File: config.mk
export PLATFORM = sky130hd
export DESIGN_NAME = dram_timing_ctrl_flat
export DESIGN_NICKNAME = d
export VERILOG_FILES = /design/src/rtl/dram_pkg.sv /design/src/rtl/timing_signals_if.sv /design/src/rtl/dram_timing_counter.sv /design/src/rtl/dram_timing_ctrl.sv /design/src/flat_wrapper.sv
export SDC_FILE = /design/constraint.sdc
export NUM_CORES = 1
export LEC_CHECK = 0
export ABC_AREA = 1
export CAP_MARGIN = 20
export CORE_MARGIN = 2
export CORE_UTILIZATION = 45
export CTS_CLUSTER_SIZE = 24
export DETAILED_ROUTE_END_ITERATION = 10
export MAX_ROUTING_LAYER = met4
export PLACE_DENSITY = 0.74
export SLEW_MARGIN = 20
export SYNTH_ARGS = -nofsm -noshare
export SYNTH_HDL_FRONTEND = slang
export SYNTH_SLANG_ARGS = --single-unit
File: constraint.sdc
create_clock -name CLK -period 2.55 [get_ports CLK]
set_input_delay 0.255 -clock CLK [delete_from_list [all_inputs] [get_ports CLK]]
set_output_delay 0.255 -clock CLK [all_outputs]
set_load 0.05 [all_outputs]
File: src/rtl/dram_pkg.sv
// Shared DRAM timing constants (in controller clock cycles) and the counter
// width used by every delay counter and the refresh interval timer.
package dram_pkg;

    localparam int unsigned CNT_W = 16;
    typedef logic [CNT_W-1:0] cnt_t;

    localparam int unsigned tRCD  = 14;
    localparam int unsigned tWR   = 16;
    localparam int unsigned CL    = 18;
    localparam int unsigned CWL   = 10;
    localparam int unsigned BL    = 8;
    localparam int unsigned tRP   = 14;
    localparam int unsigned tRFC  = 280;
    localparam int unsigned tREFI = 6240;

    // Composite delays seen by the command FSM from issue to completion.
    localparam int unsigned T_WR_TOT_DEF = CWL + BL / 2 + tWR;
    localparam int unsigned T_RD_TOT_DEF = CL + BL / 2;

    localparam int unsigned MAX_POSTPONE_DEF = 8;

endpackage

File: src/rtl/timing_signals_if.sv
// Completion strobes and refresh request passed from the timing controller
// to the wait states of the DRAM command FSM.
interface timing_signals_if;

    logic tACT_done;
    logic tWR_done;
    logic tRD_done;
    logic tPRE_done;
    logic tREF_done;
    logic rf_req;

    modport timing_ctrl (
        output tACT_done, tWR_done, tRD_done, tPRE_done, tREF_done, rf_req
    );

    modport cmd_fsm (
        input tACT_done, tWR_done, tRD_done, tPRE_done, tREF_done, rf_req
    );

endinterface

File: src/rtl/dram_timing_counter.sv
// Loadable down-counter that emits a one-cycle registered pulse T cycles
// after the load strobe; a reload while counting restarts the delay.
module dram_timing_counter
    import dram_pkg::*;
#(
    parameter int unsigned T = 1
)(
    input  logic CLK,
    input  logic RST,
    input  logic load,
    output logic done_pulse
);

    cnt_t count;

    // The count holds cycles still to wait after the load edge, so it is
    // loaded with T-1 and the pulse lands exactly T cycles after issue.
    always_ff @(posedge CLK) begin
        if (RST) begin
            count      <= '0;
            done_pulse <= 1'b0;
        end else if (load) begin
            count      <= cnt_t'(T - 1);
            done_pulse <= (T == 1);
        end else if (count != '0) begin
            count      <= count - cnt_t'(1);
            done_pulse <= (count == cnt_t'(1));
        end else begin
            done_pulse <= 1'b0;
        end
    end

endmodule

File: src/rtl/dram_timing_ctrl.sv
// Per-command delay channels plus the tREFI timer that tracks postponed
// refreshes and raises rf_req for the command FSM.
module dram_timing_ctrl
    import dram_pkg::*;
#(
    parameter int unsigned T_RCD        = tRCD,
    parameter int unsigned T_WR_TOT     = T_WR_TOT_DEF,
    parameter int unsigned T_RD_TOT     = T_RD_TOT_DEF,
    parameter int unsigned T_RP         = tRP,
    parameter int unsigned T_RFC        = tRFC,
    parameter int unsigned T_REFI       = tREFI,
    parameter int unsigned MAX_POSTPONE = MAX_POSTPONE_DEF
)(
    input  logic                                CLK,
    input  logic                                RST,
    input  logic                                refresh_en,
    input  logic                                issue_act,
    input  logic                                issue_wr,
    input  logic                                issue_rd,
    input  logic                                issue_pre,
    input  logic                                issue_ref,
    timing_signals_if.timing_ctrl               tif,
    output logic [$clog2(MAX_POSTPONE+1)-1:0]   ref_pending,
    output logic                                ref_overflow
);

    localparam int unsigned PW = $clog2(MAX_POSTPONE + 1);

    dram_timing_counter #(.T(T_RCD))    actCounter (.CLK(CLK), .RST(RST), .load(issue_act), .done_pulse(tif.tACT_done));
    dram_timing_counter #(.T(T_WR_TOT)) wrCounter  (.CLK(CLK), .RST(RST), .load(issue_wr),  .done_pulse(tif.tWR_done));
    dram_timing_counter #(.T(T_RD_TOT)) rdCounter  (.CLK(CLK), .RST(RST), .load(issue_rd),  .done_pulse(tif.tRD_done));
    dram_timing_counter #(.T(T_RP))     preCounter (.CLK(CLK), .RST(RST), .load(issue_pre), .done_pulse(tif.tPRE_done));
    dram_timing_counter #(.T(T_RFC))    refCounter (.CLK(CLK), .RST(RST), .load(issue_ref), .done_pulse(tif.tREF_done));

    cnt_t          refiCount;
    logic          expiry;
    logic [PW-1:0] pendingNext;
    logic          overflowNext;

    assign expiry = refresh_en && (refiCount == cnt_t'(1));

    // Free-running interval: a REF does not restart it, so the average
    // refresh rate stays fixed regardless of when refreshes are issued.
    always_ff @(posedge CLK) begin
        if (RST) begin
            refiCount <= cnt_t'(T_REFI);
        end else if (refresh_en) begin
            refiCount <= expiry ? cnt_t'(T_REFI) : refiCount - cnt_t'(1);
        end
    end

    always_comb begin
        pendingNext  = ref_pending;
        overflowNext = ref_overflow;
        if (expiry && !issue_ref) begin
            if (ref_pending == PW'(MAX_POSTPONE)) begin
                overflowNext = 1'b1;
            end else begin
                pendingNext = ref_pending + PW'(1);
            end
        end else if (!expiry && issue_ref && (ref_pending != '0)) begin
            pendingNext = ref_pending - PW'(1);
        end
    end

    // rf_req is derived from the next pending value so it moves in the
    // same cycle as ref_pending.
    always_ff @(posedge CLK) begin
        if (RST) begin
            ref_pending  <= '0;
            ref_overflow <= 1'b0;
            tif.rf_req   <= 1'b0;
        end else begin
            ref_pending  <= pendingNext;
            ref_overflow <= overflowNext;
            tif.rf_req   <= (pendingNext != '0);
        end
    end

endmodule

File: src/flat_wrapper.sv
// flat-port wrapper written by rule: the top's interface ports become plain ports
module dram_timing_ctrl_flat import dram_pkg::*;
#(
    parameter int unsigned T_RCD        = tRCD,
    parameter int unsigned T_WR_TOT     = T_WR_TOT_DEF,
    parameter int unsigned T_RD_TOT     = T_RD_TOT_DEF,
    parameter int unsigned T_RP         = tRP,
    parameter int unsigned T_RFC        = tRFC,
    parameter int unsigned T_REFI       = tREFI,
    parameter int unsigned MAX_POSTPONE = MAX_POSTPONE_DEF
)
  (CLK, RST, refresh_en, issue_act, issue_wr, issue_rd, issue_pre, issue_ref, ref_pending, ref_overflow, tif_tACT_done, tif_tWR_done, tif_tRD_done, tif_tPRE_done, tif_tREF_done, tif_rf_req);
  timing_signals_if tif_i ();
  input  logic CLK;
  input  logic RST;
  input  logic refresh_en;
  input  logic issue_act;
  input  logic issue_wr;
  input  logic issue_rd;
  input  logic issue_pre;
  input  logic issue_ref;
  output logic [$clog2(MAX_POSTPONE+1)-1:0] ref_pending;
  output logic ref_overflow;
  output wire logic [$bits(tif_i.tACT_done)-1:0] tif_tACT_done;
  output wire logic [$bits(tif_i.tWR_done)-1:0] tif_tWR_done;
  output wire logic [$bits(tif_i.tRD_done)-1:0] tif_tRD_done;
  output wire logic [$bits(tif_i.tPRE_done)-1:0] tif_tPRE_done;
  output wire logic [$bits(tif_i.tREF_done)-1:0] tif_tREF_done;
  output wire logic [$bits(tif_i.rf_req)-1:0] tif_rf_req;
  assign tif_tACT_done = tif_i.tACT_done;
  assign tif_tWR_done = tif_i.tWR_done;
  assign tif_tRD_done = tif_i.tRD_done;
  assign tif_tPRE_done = tif_i.tPRE_done;
  assign tif_tREF_done = tif_i.tREF_done;
  assign tif_rf_req = tif_i.rf_req;
  dram_timing_ctrl #(.T_RCD(T_RCD), .T_WR_TOT(T_WR_TOT), .T_RD_TOT(T_RD_TOT), .T_RP(T_RP), .T_RFC(T_RFC), .T_REFI(T_REFI), .MAX_POSTPONE(MAX_POSTPONE)) u_core (.CLK(CLK), .RST(RST), .refresh_en(refresh_en), .issue_act(issue_act), .issue_wr(issue_wr), .issue_rd(issue_rd), .issue_pre(issue_pre), .issue_ref(issue_ref), .tif(tif_i), .ref_pending(ref_pending), .ref_overflow(ref_overflow));
endmodule
==> flow_metrics.env, run 1 <==
export IMPL_status="complete, no violations"
export IMPL_clock_root_buffer="clkbuf_16"
export IMPL_antenna_found_initial=0
export IMPL_firstDrtPassIters=5
export IMPL_remaining_drc_errors=0
export IMPL_crit_cells=1
export IMPL_critPathLaunchType="flip-flop"
export IMPL_yosysUniqueCellTypes=38
export IMPL_max_freq_mhz=524.5
export IMPL_dieArea_um2=13410
export IMPL_worst_pin_slew_ns=0.5022
export IMPL_cts_tree="done"
export IMPL_grt_pass1_vias=4542
export IMPL_finalSetupViolations=0
export IMPL_place_hpwl_mm=8.072
export IMPL_gp_congestion=0.9281
export IMPL_postCtsSetupBuffers=0
export IMPL_drive_above_1_share_pct=7.264
export IMPL_min_path_cells=2
export IMPL_finalPower_mw=4.863
export IMPL_rr_worst_depth=10
export IMPL_area_delta_synth_final_pct=11.14
export IMPL_synth_edf_count=0
export IMPL_p_leak_nw=2.826
export IMPL_critPathBufInv=1
export IMPL_synthCells=801
export IMPL_tritoncts_num_buffers=9
export IMPL_powerDensity_nw_per_um2=777.7
export IMPL_fin_crit_ns=1.906
export IMPL_synth_main_ff_cell="dfxtp_1"
export IMPL_ys_ff_latch=107
export IMPL_clk_path_buf_depth=2
export IMPL_peakVddDrop_mv=0.4737
export IMPL_synth_fp_nets=828
export IMPL_async_flop_share_pct=0
export IMPL_maxSlewViolCount=0
export IMPL_antenna_cells=0
export IMPL_syn_area_per_cell_um2=7.025
export IMPL_endpoint_kind="primary output"
export IMPL_hp_class="reg2reg"
export IMPL_die_w_um=115.8
export IMPL_slew_headroom_pct=66.41
export IMPL_wirelength_mm=10.91
export IMPL_fin_crit_sh_pct=74.76
export IMPL_clk_pin_slew_ns=0.07
export IMPL_syn_area_um2=5627
export IMPL_regArea_um2=2142
export IMPL_grt_pass1_wl_mm=19.45
export IMPL_crit_family="buffers and inverters"
export IMPL_cts_resized=0
export IMPL_critPathArrivalTime_ns=1.65
export IMPL_fill_cells=1200
export IMPL_clock_sinks=107
export IMPL_path_cells="clkdlybuf4s50_1"
export IMPL_start_util_pct=46.46
export IMPL_drtIter0Drc=281
export IMPL_drv_cap=0
export IMPL_grtUsageTotal_pct=18.13
export IMPL_gr_total_overflow=0
export IMPL_hold_viol_final=0
export IMPL_grt_max_degree=25
export IMPL_rsz0062_at_grt="no"
export IMPL_cts_hold_buffers=0
export IMPL_rows=40
export IMPL_critPathSlowestCell="clkdlybuf4s50_1"
export IMPL_port_buffers=18
export IMPL_worst_endpoint_required_ns=2.30
export IMPL_die_h_um=115.8
export IMPL_clk_latency_ns=0.35
export IMPL_yosysWarnings=0
export IMPL_wl_per_cell_um=10.98
export IMPL_dr_total_vias=4900
export IMPL_layout_nets=849
export IMPL_seq_area_frac_synth_pct=38.07
export IMPL_tns_ns=0
export IMPL_multi_input_area_um2=3072
export IMPL_clock_skew_ns=0.005877
export IMPL_via_per_inst=4.930
export IMPL_crit_fanout=6
export IMPL_ant_nets=0
export IMPL_core_area_um2=12110
export IMPL_ios=19
export IMPL_h_tree_depth=3
export IMPL_cpPeakStageDelay_ns=0.85
export IMPL_worst_setup_path_type="reg2out"
[layer usage]
layer | vias to the layer above | routed length [um] | GRT usage (%)
met2 | 69 | 4965 | 29.01
li1 | 2628 | - | -
met1 | 2192 | 5422 | 22.78
met5 | - | 0 | -
met3 | 11 | 401 | 4.707
met4 | 0 | 125 | 5.000
[through the flow]
step / area, um2 / setup WS (ns) / util [%] / hold slack (ns) / cells
after floorplan: 5627 / 0.5875 / - / 0.4034 / 801
after global placement: 5977 / 0.7219 / 49.35 / 0.4580 / 979
after detailed placement: 5977 / 0.6673 / 49.35 / 0.4626 / 979
after CTS: 6254 / 0.6299 / 51.63 / 0.4783 / 994
after global routing: 6254 / 0.5935 / 51.63 / 0.5109 / 994
final: 6254 / 0.6436 / 51.63 / 0.4761 / 994
[final cells by class]
| class | count | share of cell area [%] |
|---|---|---|
| multi-input cells | 589 | 49.12 |
| clock inverters | 5 | 0.6002 |
| inverters | 95 | 5.722 |
| well taps | 168 | 3.361 |
| flip-flops and latches | 107 | 34.25 |
| clock buffers | 10 | 3.822 |
| repair buffers | 20 | 3.121 |
[report_power, final]
| part | leakage, nW | internal, mW | switching (mW) |
|---|---|---|---|
| sequential | 0.874 | 1.83 | 0.165 |
| clock | 0.131 | 0.689 | 0.611 |
| combinational | 1.82 | 0.568 | 1.00 |
[sequential cells by signal, summed over array words and instances, names as in the netlist, 4 cells and up]
register / flops
u_core.preCounter.count: 16
u_core.rdCounter.count: 16
u_core.refiCount: 16
u_core.ref_pending: 4
u_core.actCounter.count: 16
u_core.refCounter.count: 16
u_core.wrCounter.count: 16
[cells in the mapped netlist, types with 9 or more instances]
cell type	instances	area (um2)
nor2_1	163	611.8
nand2_1	146	548.0
dfxtp_1	107	2142
inv_1	84	315.3
a21oi_1	40	200.2
nand3_1	40	200.2
xor2_1	34	297.8
nor3_1	27	135.1
o21ai_0	22	110.1
nand4_1	21	131.4
ha_1	19	237.7
inv_2	10	37.54
nor4_1	10	62.56
a31oi_1	9	56.30
nor2_2	9	56.30
[logic make-up after synthesis]
group | count (synthesis) | synth area share, %
compound gates | 85 | 8.161
flops | 107 | 38.07
xor+xnor | 41 | 6.382
buf+inv | 105 | 7.338
fa+ha+maj | 19 | 4.225
simple gates | 444 | 35.82
[path summary, 6_finish.rpt]
check                          endpoint  slack, ns                       from
min                 u_core.ref_overflow       0.48        u_core.ref_overflow
max reg2reg  u_core.wrCounter.count[15]       0.80  u_core.wrCounter.count[0]
max                      ref_pending[3]       0.64      u_core.ref_pending[3]
min reg2reg         u_core.ref_overflow       0.48        u_core.ref_overflow
[cells in the final DEF, fill, tap and decap left out, types with 2 or more instances in the layout]
cell	instances
a21oi_1	40
a31oi_1	9
buf_4	2
clkbuf_16	9
clkdlybuf4s50_1	18
clkinv_2	2
clkinvlp_4	2
dfxtp_1	107
ha_1	19
inv_1	84
inv_2	10
inv_6	2
nand2_1	146
nand2_2	8
nand3_1	40
nand3b_1	3
nand4_1	21
nor2_1	163
nor2_2	9
nor2_4	5
nor3_1	27
nor3_4	2
nor4_1	10
o21ai_0	22
o21ai_1	7
o31ai_1	5
xnor2_1	7
xor2_1	34
(Power assumes the default switching activity.)
==> run 2: changes to the inputs <==
Settings changed: PLACE_DENSITY 0.74 to 0.76.
Clock period 2.55 ns to 1.67 ns, I/O delays scaled along.
==> flow_metrics.env, run 2 (synthesis results as in run 1) <==
export IMPL_reg2reg_from="u_core.wrCounter.count[1]"
export IMPL_dieArea_um2=13410
export IMPL_dr_total_vias=5016
export IMPL_finalSetupViolations=0
export IMPL_drv_cap=0
export IMPL_crit_family="buffers and inverters"
export IMPL_grt_pass1_wl_mm=19.86
export IMPL_firstDrtPassIters=5
export IMPL_fin_crit_ns=1.610
export IMPL_crit_cells=1
export IMPL_grtUsageTotal_pct=18.61
export IMPL_final_util_pct=54.63
export IMPL_worst_setup_path_type="reg2out"
export IMPL_port_buffers=18
export IMPL_critPathBufInv=1
export IMPL_path_cells="clkdlybuf4s50_1"
export IMPL_clk_path_buf_depth=2
export IMPL_hp_class="in2reg"
export IMPL_critPathSlowestCell="clkdlybuf4s50_1"
export IMPL_wl_per_cell_um=11.31
export IMPL_final_cell_area_um2=6616
export IMPL_grt_max_degree=25
export IMPL_r2r_setup_slack_ns=0.10
export IMPL_cpPeakStageDelay_ns=0.79
export IMPL_drive_above_1_share_pct=13.08
export IMPL_maxSlewViolCount=0
export IMPL_die_w_um=115.8
export IMPL_remaining_drc_errors=0
export IMPL_status="complete, no violations"
export IMPL_rsz0062_at_grt="yes"
export IMPL_detailed_place_area_um2=6201
export IMPL_clk_latency_ns=0.35
export IMPL_final_cell_mix="nor2_1, nand2_1, dfxtp_1"
export IMPL_rows=40
export IMPL_start_util_pct=46.46
export IMPL_via_per_inst=4.898
export IMPL_clock_root_buffer="clkbuf_16"
export IMPL_clock_sinks=107
export IMPL_grt_pass1_vias=4516
export IMPL_antenna_found_initial=0
export IMPL_endpoint_kind="primary output"
export IMPL_core_area_um2=12110
export IMPL_slew_headroom_pct=66.55
export IMPL_hold_viol_final=0
export IMPL_gr_total_overflow=0
export IMPL_cts_tree="done"
export IMPL_h_tree_depth=3
export IMPL_timing_rr_end="u_core.wrCounter.count[6]"
export IMPL_clk_pin_slew_ns=0.08
export IMPL_powerDensity_nw_per_um2=1197
export IMPL_p_leak_nw=3.065
export IMPL_setup_worst_path_start="u_core.rdCounter.done_pulse"
export IMPL_crit_path_end="tif_tRD_done"
export IMPL_worst_pin_slew_ns=0.5010
export IMPL_antenna_cells=0
export IMPL_die_h_um=115.8
export IMPL_critPathArrivalTime_ns=1.44
export IMPL_crit_fanout=1
export IMPL_wirelength_mm=11.58
export IMPL_ant_nets=0
export IMPL_dpl_cell_count=1007
export IMPL_area_delta_synth_final_pct=17.59
export IMPL_drtIter0Drc=259
export IMPL_fin_crit_sh_pct=96.40
export IMPL_instances_no_fill=1024
export IMPL_peakVddDrop_mv=0.7056
export IMPL_critPathLaunchType="flip-flop"
export IMPL_final_common_cell="nor2_1"
export IMPL_rr_worst_depth=10
export IMPL_gp_congestion=0.9613
export IMPL_place_hpwl_mm=8.419
export IMPL_ios=19
export IMPL_tritoncts_num_buffers=9
export IMPL_worst_endpoint_required_ns=1.50
export IMPL_layout_nets=878
export IMPL_clock_skew_ns=0.01499
export IMPL_max_freq_mhz=621.2
## run 2: repair_timing
item,4_1_cts,5_1_grt
gates resized for setup,4,26
setup buffers,0,1
pin swaps,0,6
hold endpoints to repair,0,0
endpoints found under the setup margin,4,25
hold buffers,0,0
## run 2: metrics by stage
step	worst slack (ns)	hold slack, ns	TNS [ns]	power (mW)
floorplan	0.02059	0.3154	0	5.003
global placement	-0.03951	0.4637	-0.1483	5.633
detailed placement	-0.1155	0.4658	-0.6161	5.676
CTS	0.007335	0.4609	0	7.885
global route	-0.02441	0.4799	-0.06236	8.456
finish	0.06016	0.4733	0	7.922
## run 2: how the worst min path moves through the flow
stage / slack (ns) / cells after the start / start / endpoint
after detailed placement: 0.47 / 2 / u_core.ref_overflow / u_core.ref_overflow
after global routing: 0.48 / 3 / issue_pre / u_core.preCounter.count[2]
after floorplan: 0.32 / 2 / issue_act / u_core.actCounter.count[3]
after global placement: 0.46 / 2 / u_core.ref_overflow / u_core.ref_overflow
after CTS: 0.46 / 3 / issue_pre / u_core.preCounter.count[2]
final: 0.47 / 3 / issue_pre / u_core.preCounter.count[2]
## run 2: layout make-up
class,count,area [um2]
fill,1192,5495
clock inverter,6,62.56
sequential,107,2158
inverter,95,360.3
multi-input combinational,589,3153
timing repair buffer,49,421.7
clock buffer,10,250.2
tap,168,210.2
## run 2: report_power, final
part           leakage [nW]  switching (mW)  internal [mW]
combinational          2.03            1.65           1.04
clock                 0.154            1.03           1.15
sequential            0.877           0.250           2.80
total                  3.06            2.93           4.99
## run 2: per-layer routing
layer	track usage, %	wire length (um)	up-vias
met5	-	0	-
met4	6.905	219	0
met3	2.772	266	14
met2	30.14	5475	68
met1	23.66	5623	2247
li1	-	-	2687
